### config.mk
export PLATFORM = sky130hd
export DESIGN_NAME = regfile_wr_arb
export DESIGN_NICKNAME = d
export VERILOG_FILES = /design/src/rtl/regfile_pkg.sv /design/src/rtl/regfile_wr_arb_rr_arb2.sv /design/src/rtl/regfile_wr_arb.sv
export SDC_FILE = /design/constraint.sdc
export NUM_CORES = 1
export LEC_CHECK = 0
export BUFFER_PORTS_ARGS = -buffer_cell sky130_fd_sc_hd__buf_2
export CORE_MARGIN = 2
export CORE_UTILIZATION = 40
export DETAILED_ROUTE_END_ITERATION = 16
export GPL_ROUTABILITY_DRIVEN = 0
export GPL_TIMING_DRIVEN = 0
export PLACE_DENSITY = 0.67
export SYNTH_ARGS = -nofsm -noshare
export SYNTH_HDL_FRONTEND = slang
export SYNTH_SLANG_ARGS = --single-unit
### constraint.sdc
create_clock -name clk -period 3.62 [get_ports clk]
set_clock_uncertainty 0.15 [all_clocks]
set_input_delay 0.724 -clock clk [delete_from_list [all_inputs] [get_ports clk]]
set_output_delay 0.724 -clock clk [all_outputs]
set_load 0.01 [all_outputs]
### src/rtl/regfile_pkg.sv
// regfile_pkg: shared constants, FSM state and request type for regfile write-port sharing
package regfile_pkg;
  localparam int REG_ADDR_W = 6;
  localparam int NUM_REGS = 32;
  typedef enum logic {IDLE, SPLIT_HI} state_e;
  typedef struct packed {
    logic [REG_ADDR_W-1:0] d;
    logic [15:0] rd;
    logic word;
  } req_t;
endpackage

### src/rtl/regfile_wr_arb_rr_arb2.sv
// rr_arb2: two-way round-robin grant; last winner loses the next tie
module rr_arb2 (
  input  logic       clk,
  input  logic       rst,
  input  logic       en_i,
  input  logic [1:0] req_i,
  output logic [1:0] gnt_o
);
  logic last_q, last_d;
  assign gnt_o[0] = req_i[0] & (~req_i[1] | last_q);
  assign gnt_o[1] = req_i[1] & (~req_i[0] | ~last_q);
  assign last_d = (en_i & |req_i) ? gnt_o[1] : last_q;
  // remember who won the last accepted request; reset favours requester 0
  always_ff @(posedge clk or posedge rst) begin
    if (rst) last_q <= 1'b1;
    else last_q <= last_d;
  end
endmodule

### src/rtl/regfile_wr_arb.sv
// regfile_wr_arb: shares the regfile write port between ALU and LSU; REGFILE_WR_ARB_STATS_EN adds stall counters
module regfile_wr_arb
  import regfile_pkg::*;
#(
  parameter int NUM_REGS = regfile_pkg::NUM_REGS,
  parameter int ADDR_W = regfile_pkg::REG_ADDR_W
) (
  input  logic              clk,
  input  logic              reset,
  input  logic              req0_valid,
  output logic              req0_ready,
  input  logic [ADDR_W-1:0] req0_d,
  input  logic [15:0]       req0_Rd,
  input  logic              req0_word,
  input  logic              req1_valid,
  output logic              req1_ready,
  input  logic [ADDR_W-1:0] req1_d,
  input  logic [15:0]       req1_Rd,
  input  logic              req1_word,
  input  logic [ADDR_W-1:0] rd_a,
  input  logic [ADDR_W-1:0] rd_b,
  output logic              hazard,
  output logic              illegal,
  output logic              write,
  output logic              write_word,
  output logic [ADDR_W-1:0] d,
`ifdef REGFILE_WR_ARB_STATS_EN
  output logic [15:0]       Rd,
  output logic [15:0]       stall0_cnt,
  output logic [15:0]       stall1_cnt
`else
  output logic [15:0]       Rd
`endif
);
  localparam logic [ADDR_W:0] NREG = NUM_REGS[ADDR_W:0];
  state_e state_q, state_d;
  logic write_q, write_d, word_q, word_d, ill_q, ill_d;
  logic [ADDR_W-1:0] d_q, d_d, hi_d_q, hi_d_d;
  logic [15:0] rd_q, rd_d;
  logic [7:0] hi_data_q, hi_data_d;
  logic [1:0] gnt;
  logic idle, acc, bad;
  logic [ADDR_W:0] d_inc;
  req_t r;

  assign idle = state_q == IDLE;
  rr_arb2 u_arb (
    .clk   (clk),
    .rst   (reset),
    .en_i  (idle),
    .req_i ({req1_valid, req0_valid}),
    .gnt_o (gnt)
  );
  assign req0_ready = idle & gnt[0];
  assign req1_ready = idle & gnt[1];
  assign acc = idle & |gnt;
  assign r = gnt[1] ? '{d: req1_d, rd: req1_Rd, word: req1_word} : '{d: req0_d, rd: req0_Rd, word: req0_word};
  assign bad = {1'b0, r.d} >= NREG;
  assign d_inc = {1'b0, r.d} + (ADDR_W+1)'(1);

  // next write-port contents: high byte of a split, else the accepted request
  always_comb begin
    state_d = IDLE;
    write_d = 1'b0;
    word_d = 1'b0;
    ill_d = 1'b0;
    d_d = d_q;
    rd_d = rd_q;
    hi_d_d = hi_d_q;
    hi_data_d = hi_data_q;
    if (!idle) begin
      write_d = 1'b1;
      d_d = hi_d_q;
      rd_d = {8'h00, hi_data_q};
    end else if (acc && bad) begin
      ill_d = 1'b1;
    end else if (acc) begin
      write_d = 1'b1;
      d_d = r.d;
      word_d = r.word & ~r.d[0];
      rd_d = word_d ? r.rd : {8'h00, r.rd[7:0]};
      if (r.word && r.d[0]) begin
        ill_d = d_inc == NREG;
        state_d = ill_d ? IDLE : SPLIT_HI;
        hi_d_d = d_inc[ADDR_W-1:0];
        hi_data_d = r.rd[15:8];
      end
    end
  end

  // register the write port, split state and pending high byte
  always_ff @(posedge clk or posedge reset) begin
    if (reset) begin
      state_q <= IDLE;
      write_q <= 1'b0;
      word_q <= 1'b0;
      ill_q <= 1'b0;
      d_q <= '0;
      rd_q <= '0;
      hi_d_q <= '0;
      hi_data_q <= '0;
    end else begin
      state_q <= state_d;
      write_q <= write_d;
      word_q <= word_d;
      ill_q <= ill_d;
      d_q <= d_d;
      rd_q <= rd_d;
      hi_d_q <= hi_d_d;
      hi_data_q <= hi_data_d;
    end
  end

  assign write = write_q;
  assign write_word = word_q;
  assign d = d_q;
  assign Rd = rd_q;
  assign illegal = ill_q;
  assign hazard = !idle & ((rd_a[ADDR_W-1:1] == hi_d_q[ADDR_W-1:1]) | (rd_b == hi_d_q));

`ifdef REGFILE_WR_ARB_STATS_EN
  logic [15:0] s0_q, s0_d, s1_q, s1_d;
  assign s0_d = (req0_valid & ~req0_ready & ~&s0_q) ? s0_q + 16'd1 : s0_q;
  assign s1_d = (req1_valid & ~req1_ready & ~&s1_q) ? s1_q + 16'd1 : s1_q;
  // saturating count of cycles each requester waited
  always_ff @(posedge clk or posedge reset) begin
    if (reset) begin
      s0_q <= '0;
      s1_q <= '0;
    end else begin
      s0_q <= s0_d;
      s1_q <= s1_d;
    end
  end
  assign stall0_cnt = s0_q;
  assign stall1_cnt = s1_q;
`endif
endmodule

==> run_results.csv, run 1 <==
group,metric,value,unit
clock_network,post_cts_buffers,0,
placement,dp.cells,372,
hold_path,min_path_type,"flip-flop to flip-flop",
worst_setup_path,cp.required,2.75,ns
power,power.share.combinational,0.305,
clock_network,clock_latency,0.30,ns
clock_network,cts_buffers,5,
detailed_routing,ant_nets,0,
clock_network,clkTransAtPathRegs,0.09,ns
global_route,grtUsageTotal,0.194,
sta,max_slew_margin,0.443,
power,p_seq_frac,0.457,
power,power_density,467,nW/um^2
logic_synthesis,synth_edf_count,0,
worst_setup_path,worstPathMaxFanout,10,
global_route,grt_pass1_wl,9670,um
worst_setup_path,critPathLaunchType,"flip-flop",
floorplan,ios,90,
worst_setup_path,crit_type,"flip-flop to output pin",
global_route,antenna_found_initial,0,
power,power,0.00139,W
final_layout,antennaDiodeCount,0,
clock_network,cts_num_sinks,41,
global_route,grt_pass1_vias,2010,
floorplan,die_area,6500,sq um
final_layout,fin_nets,370,
power,pwr-share-clk,0.239,
power,p_sw,0.000450,W
worst_setup_path,worstSetupEndpointType,"output pin",
worst_setup_path,worst_path_most_repeated_cell,"clkbuf_1",
final_layout,utilization,0.534,
logic_synthesis,syn_area,2350,sq um
worst_setup_path,ff2ff_setup_slack,1.04,ns
outcome,status,"complete, no violations",
logic_synthesis,netlist_instances,213,
final_layout,fillers,541,
final_layout,final_common_cell,"buf_2",
logic_synthesis,synth_cell_types,45,
logic_synthesis,yosys_warnings,0,
sta,setup_viol,0,
placement,hpwl,4540,um
logic_synthesis,syn_nets,276,
power,power.internal,0.000939,W
sta,drv_slew,0,
clock_network,htree_levels,2,
sta,tightest_slew,0.834,ns
detailed_routing,num_vias,2073,
logic_synthesis,syn_area_per_cell,11.0,sq um
logic_synthesis,seq_area_frac_synth,0.437,
clock_network,cts_hold_buf,0,
global_route,grt.overflow.total,0,
power,cellLeakagePower,1.52,nW
worst_setup_path,worstPathArrival,1.92,ns
run,max_cap_violations,0,
final_layout,layoutNonFillerInstCount,380,
worst_setup_path,worstPathCellList,"clkbuf_1, clkbuf_1, nor2_1, buf_2",
logic_synthesis,synth-async-reset-ratio,1.00,
sta,finalCritPeriodShare,0.772,
sta,fin_setup_tns,0,ns
sta,final_hold_viol_count,0,
floorplan,die_h,80.6,um
detailed_routing,viasPerCell,5.46,
global_route,grt_max_degree,42,
sta,fin_crit,2.80,ns
worst_setup_path,slowest_delay,0.48,ns
floorplan,core_area,5570,sq um
power,p_sw_frac,0.324,
floorplan,die_w,80.6,um
logic_synthesis,synthFlopType,"dfrtp_1",
sta,fin_ws,0.825,ns
detailed_routing,wl_per_cell,15.8,um
floorplan,rows,27,
detailed_routing,firstDrtPassIters,4,
final_layout,layout_common_cells,"buf_2, dfrtp_1, mux2i_1",
detailed_routing,drt_iter0_markers,119,
detailed_routing,remaining_drc_errors,0,
final_layout,area_delta_synth_final,26.7,%
final_layout,drive_gt1_frac,0.383,
sta,rsz0062_at_grt,"no",
clock_network,ctsLongestPathBuffers,2,
floorplan,start_util,0.422,
worst_setup_path,crit_slowest_cell,"clkbuf_1",
placement,io_buffers,87,
placement,place_ws,0.686,ns
detailed_routing,routed_wl,6000,um
power,ir_worst_vdd,0.000241,V
logic_synthesis,ys_seq_elements,41,
clock_network,cts_resized,0,
clock_network,tritoncts,"yes",
sta,max_freq,358,MHz
clock_network,root_buffer,"clkbuf_8",
==> power groups by stage <==
| stage | logic (W) | clock network, W | registers [W] |
|---|---|---|---|
| floorplan | 0.000254 | 0 | 0.000650 |
| global placement | 0.000419 | 0 | 0.000638 |
| detailed placement | 0.000427 | 0 | 0.000642 |
| CTS | 0.000429 | 0.000338 | 0.000634 |
| global route | 0.000466 | 0.000361 | 0.000647 |
| finish | 0.000423 | 0.000332 | 0.000634 |
==> state kept, by name, summed over array words and instances (netlist names) <==
register and count:
Rd 16, hi_data_q 8, d 6, hi_d_q 6, illegal 1, state_q 1
u_arb.last_q 1, write 1, write_word 1
==> Yosys cell counts (2+ instances only) <==
cell type | number | area [sq um]
nor3b_1 | 2 | 15.0
mux2_4 | 2 | 30.0
nor3_1 | 13 | 65.1
xnor2_1 | 5 | 43.8
a221oi_1 | 6 | 52.6
mux2_2 | 3 | 33.8
mux2i_1 | 27 | 270
clkbuf_1 | 3 | 11.3
and4_1 | 2 | 17.5
nor2_4 | 2 | 22.5
nand3_1 | 9 | 45.0
buf_2 | 3 | 15.0
xor2_1 | 11 | 96.3
nand2_1 | 11 | 41.3
buf_6 | 4 | 45.0
a221o_1 | 7 | 70.1
nor2b_1 | 2 | 12.5
o2bb2ai_1 | 8 | 70.1
a21oi_1 | 6 | 30.0
a21o_1 | 3 | 22.5
and2_1 | 3 | 18.8
inv_1 | 12 | 45.0
a31oi_1 | 4 | 25.0
o21ai_0 | 2 | 10.0
nor2_1 | 2 | 7.51
dfrtp_1 | 40 | 1000
a22o_1 | 2 | 17.5
nand4b_1 | 2 | 17.5
==> per-layer routing <==
metal / GRT usage / vias to the layer above / share of wire
met2: 0.326 / 73 / 0.49
met1: 0.258 / 1009 / 0.44
li1: - / 985 / -
met3: 0.0393 / 6 / 0.061
met5: 0 / - / 0
met4: 0.0458 / 0 / 0.010
==> through the flow <==
step	instance area, sq um	hold WS (ns)
after floorplan	2350	0.335
after global placement	2880	0.318
after detailed placement	2880	0.319
after CTS	2980	0.344
after global routing	2980	0.366
final	2980	0.341
==> final cells by class <==
cell class	count	area (sq um)	share of cell area
Clock inverter	1	5.00	0.00168
Tap cell	72	90.1	0.0303
Timing Repair Buffer	87	435	0.146
Multi-Input combinational cell	149	1200	0.404
Buffer	11	76.3	0.0256
Clock buffer	7	96.3	0.0324
Inverter	12	45.0	0.0151
Sequential cell	41	1030	0.345
==> worst paths after layout <==
check / from / endpoint / cells past startpoint
worst max-delay path: state_q / req1_ready / 4
worst min-delay path: Rd[11] / Rd[11] / 1
worst max register to register: u_arb.last_q / illegal / 10
worst min register to register: Rd[11] / Rd[11] / 1
max in group asynchronous: reset / Rd[12] / 2
min in group asynchronous: reset / state_q / 2
==> worst max-delay path, delay by kind of cell, from the launching register on <==
kind	cells	cell delay, ns
DFF	1	0.41
buffers and inverters	3	1.07
and+or+nand+nor	1	0.14
==> cells by family after synthesis <==
family                   share of synthesized area
AND/OR/NAND/NOR                              0.130
AO/OA/AOI/OAI                                0.168
flip-flops                                   0.437
multiplexers                                 0.148
buffers and inverters                       0.0516
XOR/XNOR                                    0.0596
adder cells (fa/ha/maj)                    0.00532
Power figures use the tool's default switching activity.
==> inputs of run 2 (changes only) <==
- clock period: 3.62 -> 2.7 ns (I/O delays scaled with it)
==> run 2 against run 1 <==
Net effect:
- wire length fell by 0.73%
- sequential share of layout area barely moved
- first-iteration DRC count shrank 10%
- global-route usage unchanged
- final cell count is 0.26% lower
- combinational power increased by 34%
- critical path depth grew 1
- via count decreased by 0.19%
- utilization decreased by 0.067 points
- worst setup slack got worse by 0.63 ns
- hold slack got worse by 0.082 ns
- highest routed layer unchanged
==> run_results.csv, run 2 (synthesized netlist as in run 1, its figures left out) <==
group,metric,value,unit
clock_network,post_cts_buffers,0,
global_route,grt_pass1_vias,2010,
floorplan,start_util,0.422,
worst_setup_path,worstPathMaxFanout,18,
floorplan,die_area,6500,sq um
clock_network,ctsLongestPathBuffers,2,
global_route,antenna_found_initial,0,
final_layout,layout_common_cells,"buf_2, dfrtp_1, mux2i_1",
sta,finalCritPeriodShare,0.929,
clock_network,cts_resized,0,
worst_setup_path,critPathBufInv,3,
hold_path,min_path_type,"primary input to asynchronous set/reset pin",
floorplan,die_h,80.6,um
clock_network,root_buffer,"clkbuf_8",
sta,tightest_slew,0.829,ns
power,power_density,625,nW/um^2
detailed_routing,routed_wl,5960,um
sta,drv_slew,0,
final_layout,drive_gt1_frac,0.384,
sta,rsz0062_at_grt,"no",
sta,setup_viol,0,
detailed_routing,drt_iter0_markers,107,
worst_setup_path,cp_top_family,"buffers and inverters",
detailed_routing,viasPerCell,5.46,
global_route,grt_max_degree,42,
placement,place_ws,-0.0505,ns
detailed_routing,num_vias,2069,
floorplan,rows,27,
worst_setup_path,slowest_delay,0.57,ns
placement,placed_area,2880,sq um
clock_network,cts_hold_buf,0,
sta,fin_ws,0.192,ns
final_layout,area_delta_synth_final,26.5,%
power,power,0.00186,W
placement,hpwl,4540,um
global_route,grtUsageTotal,0.194,
worst_setup_path,crit_slowest_cell,"dfstp_2",
worst_setup_path,critPathLaunchType,"flip-flop",
detailed_routing,wl_per_cell,15.7,um
worst_setup_path,worstPathCellList,"a21bo_1, buf_6, buf_2, nor2_1, buf_2",
worst_setup_path,crit_type,"flip-flop to output pin",
clock_network,clkTransAtPathRegs,0.08,ns
clock_network,cts_num_sinks,41,
worst_setup_path,cp.required,2.01,ns
final_layout,antennaDiodeCount,0,
detailed_routing,ant_nets,0,
sta,max_slew_margin,0.446,
outcome,status,"complete, no violations",
worst_setup_path,worstSetupEndpointType,"output pin",
sta,holdWs,0.259,ns
run,max_cap_violations,0,
sta,fin_crit,2.51,ns
clock_network,clock_latency,0.30,ns
floorplan,ios,90,
clock_network,htree_levels,2,
global_route,grt.overflow.total,0,
final_layout,final_common_cell,"buf_2",
placement,io_buffers,87,
detailed_routing,firstDrtPassIters,4,
power,cellLeakagePower,1.52,nW
floorplan,die_w,80.6,um
detailed_routing,remaining_drc_errors,0,
worst_setup_path,worst_path_most_repeated_cell,"buf_2",
power,ir_worst_vdd,0.000323,V
floorplan,core_area,5570,sq um
clock_network,cts_buffers,5,
worst_setup_path,worstPathArrival,1.82,ns
sta,max_freq,399,MHz
final_layout,largest_reg_flops,16,
global_route,grt_pass1_wl,9670,um
final_layout,fin_area,2970,sq um
sta,final_hold_viol_count,0,
clock_network,tritoncts,"yes",
final_layout,utilization,0.533,
final_layout,fin_nets,369,
## run 2: cell types whose count changed in the layout (fill, tap and decap cells not counted), sizes merged
cell  change
buf       -1
## run 2: area by class of cell
class	count	area, sq um
Clock inverter	1	5.00
Buffer	10	72.6
Inverter	12	45.0
Tap cell	72	90.1
Multi-Input combinational cell	149	1200
Sequential cell	41	1030
Clock buffer	7	96.3
Timing Repair Buffer	87	435
Fill cell	542	2600
## run 2: worst paths after layout
kind | startpoint | to | slack [ns] | depth (start not counted)
setup / recovery | u_arb.last_q | req1_ready | 0.19 | 5
setup reg to reg | u_arb.last_q | illegal | 0.26 | 9
max in group asynchronous | reset | Rd[12] | 1.62 | 2
hold / removal | reset | hi_data_q[5] | 0.26 | 2
hold reg to reg | Rd[11] | Rd[11] | 0.34 | 1
min in group clk | Rd[11] | Rd[11] | 0.34 | 1
## run 2: per-stage QoR
stage / TNS [ns] / instances
floorplan: 0 / 213
global placement: -0.0335 / 372
detailed placement: -0.0814 / 372
CTS: 0 / 380
global route: 0 / 379
finish: 0 / 379
## run 2: power breakdown
group	leakage, nW	total (W)	switching (W)	internal, W
logic	0.964	0.000566	0.000292	0.000274
registers	0.503	0.000851	0.0000966	0.000754
clock network	0.0542	0.000441	0.000210	0.000231
total	1.52	0.00186	0.000599	0.00126
## run 2: metal layers
metal  GRT usage  part of all wire
met5           0                 0
met4      0.0458             0.010
met3      0.0393             0.066
met2       0.326              0.49
met1       0.258              0.43
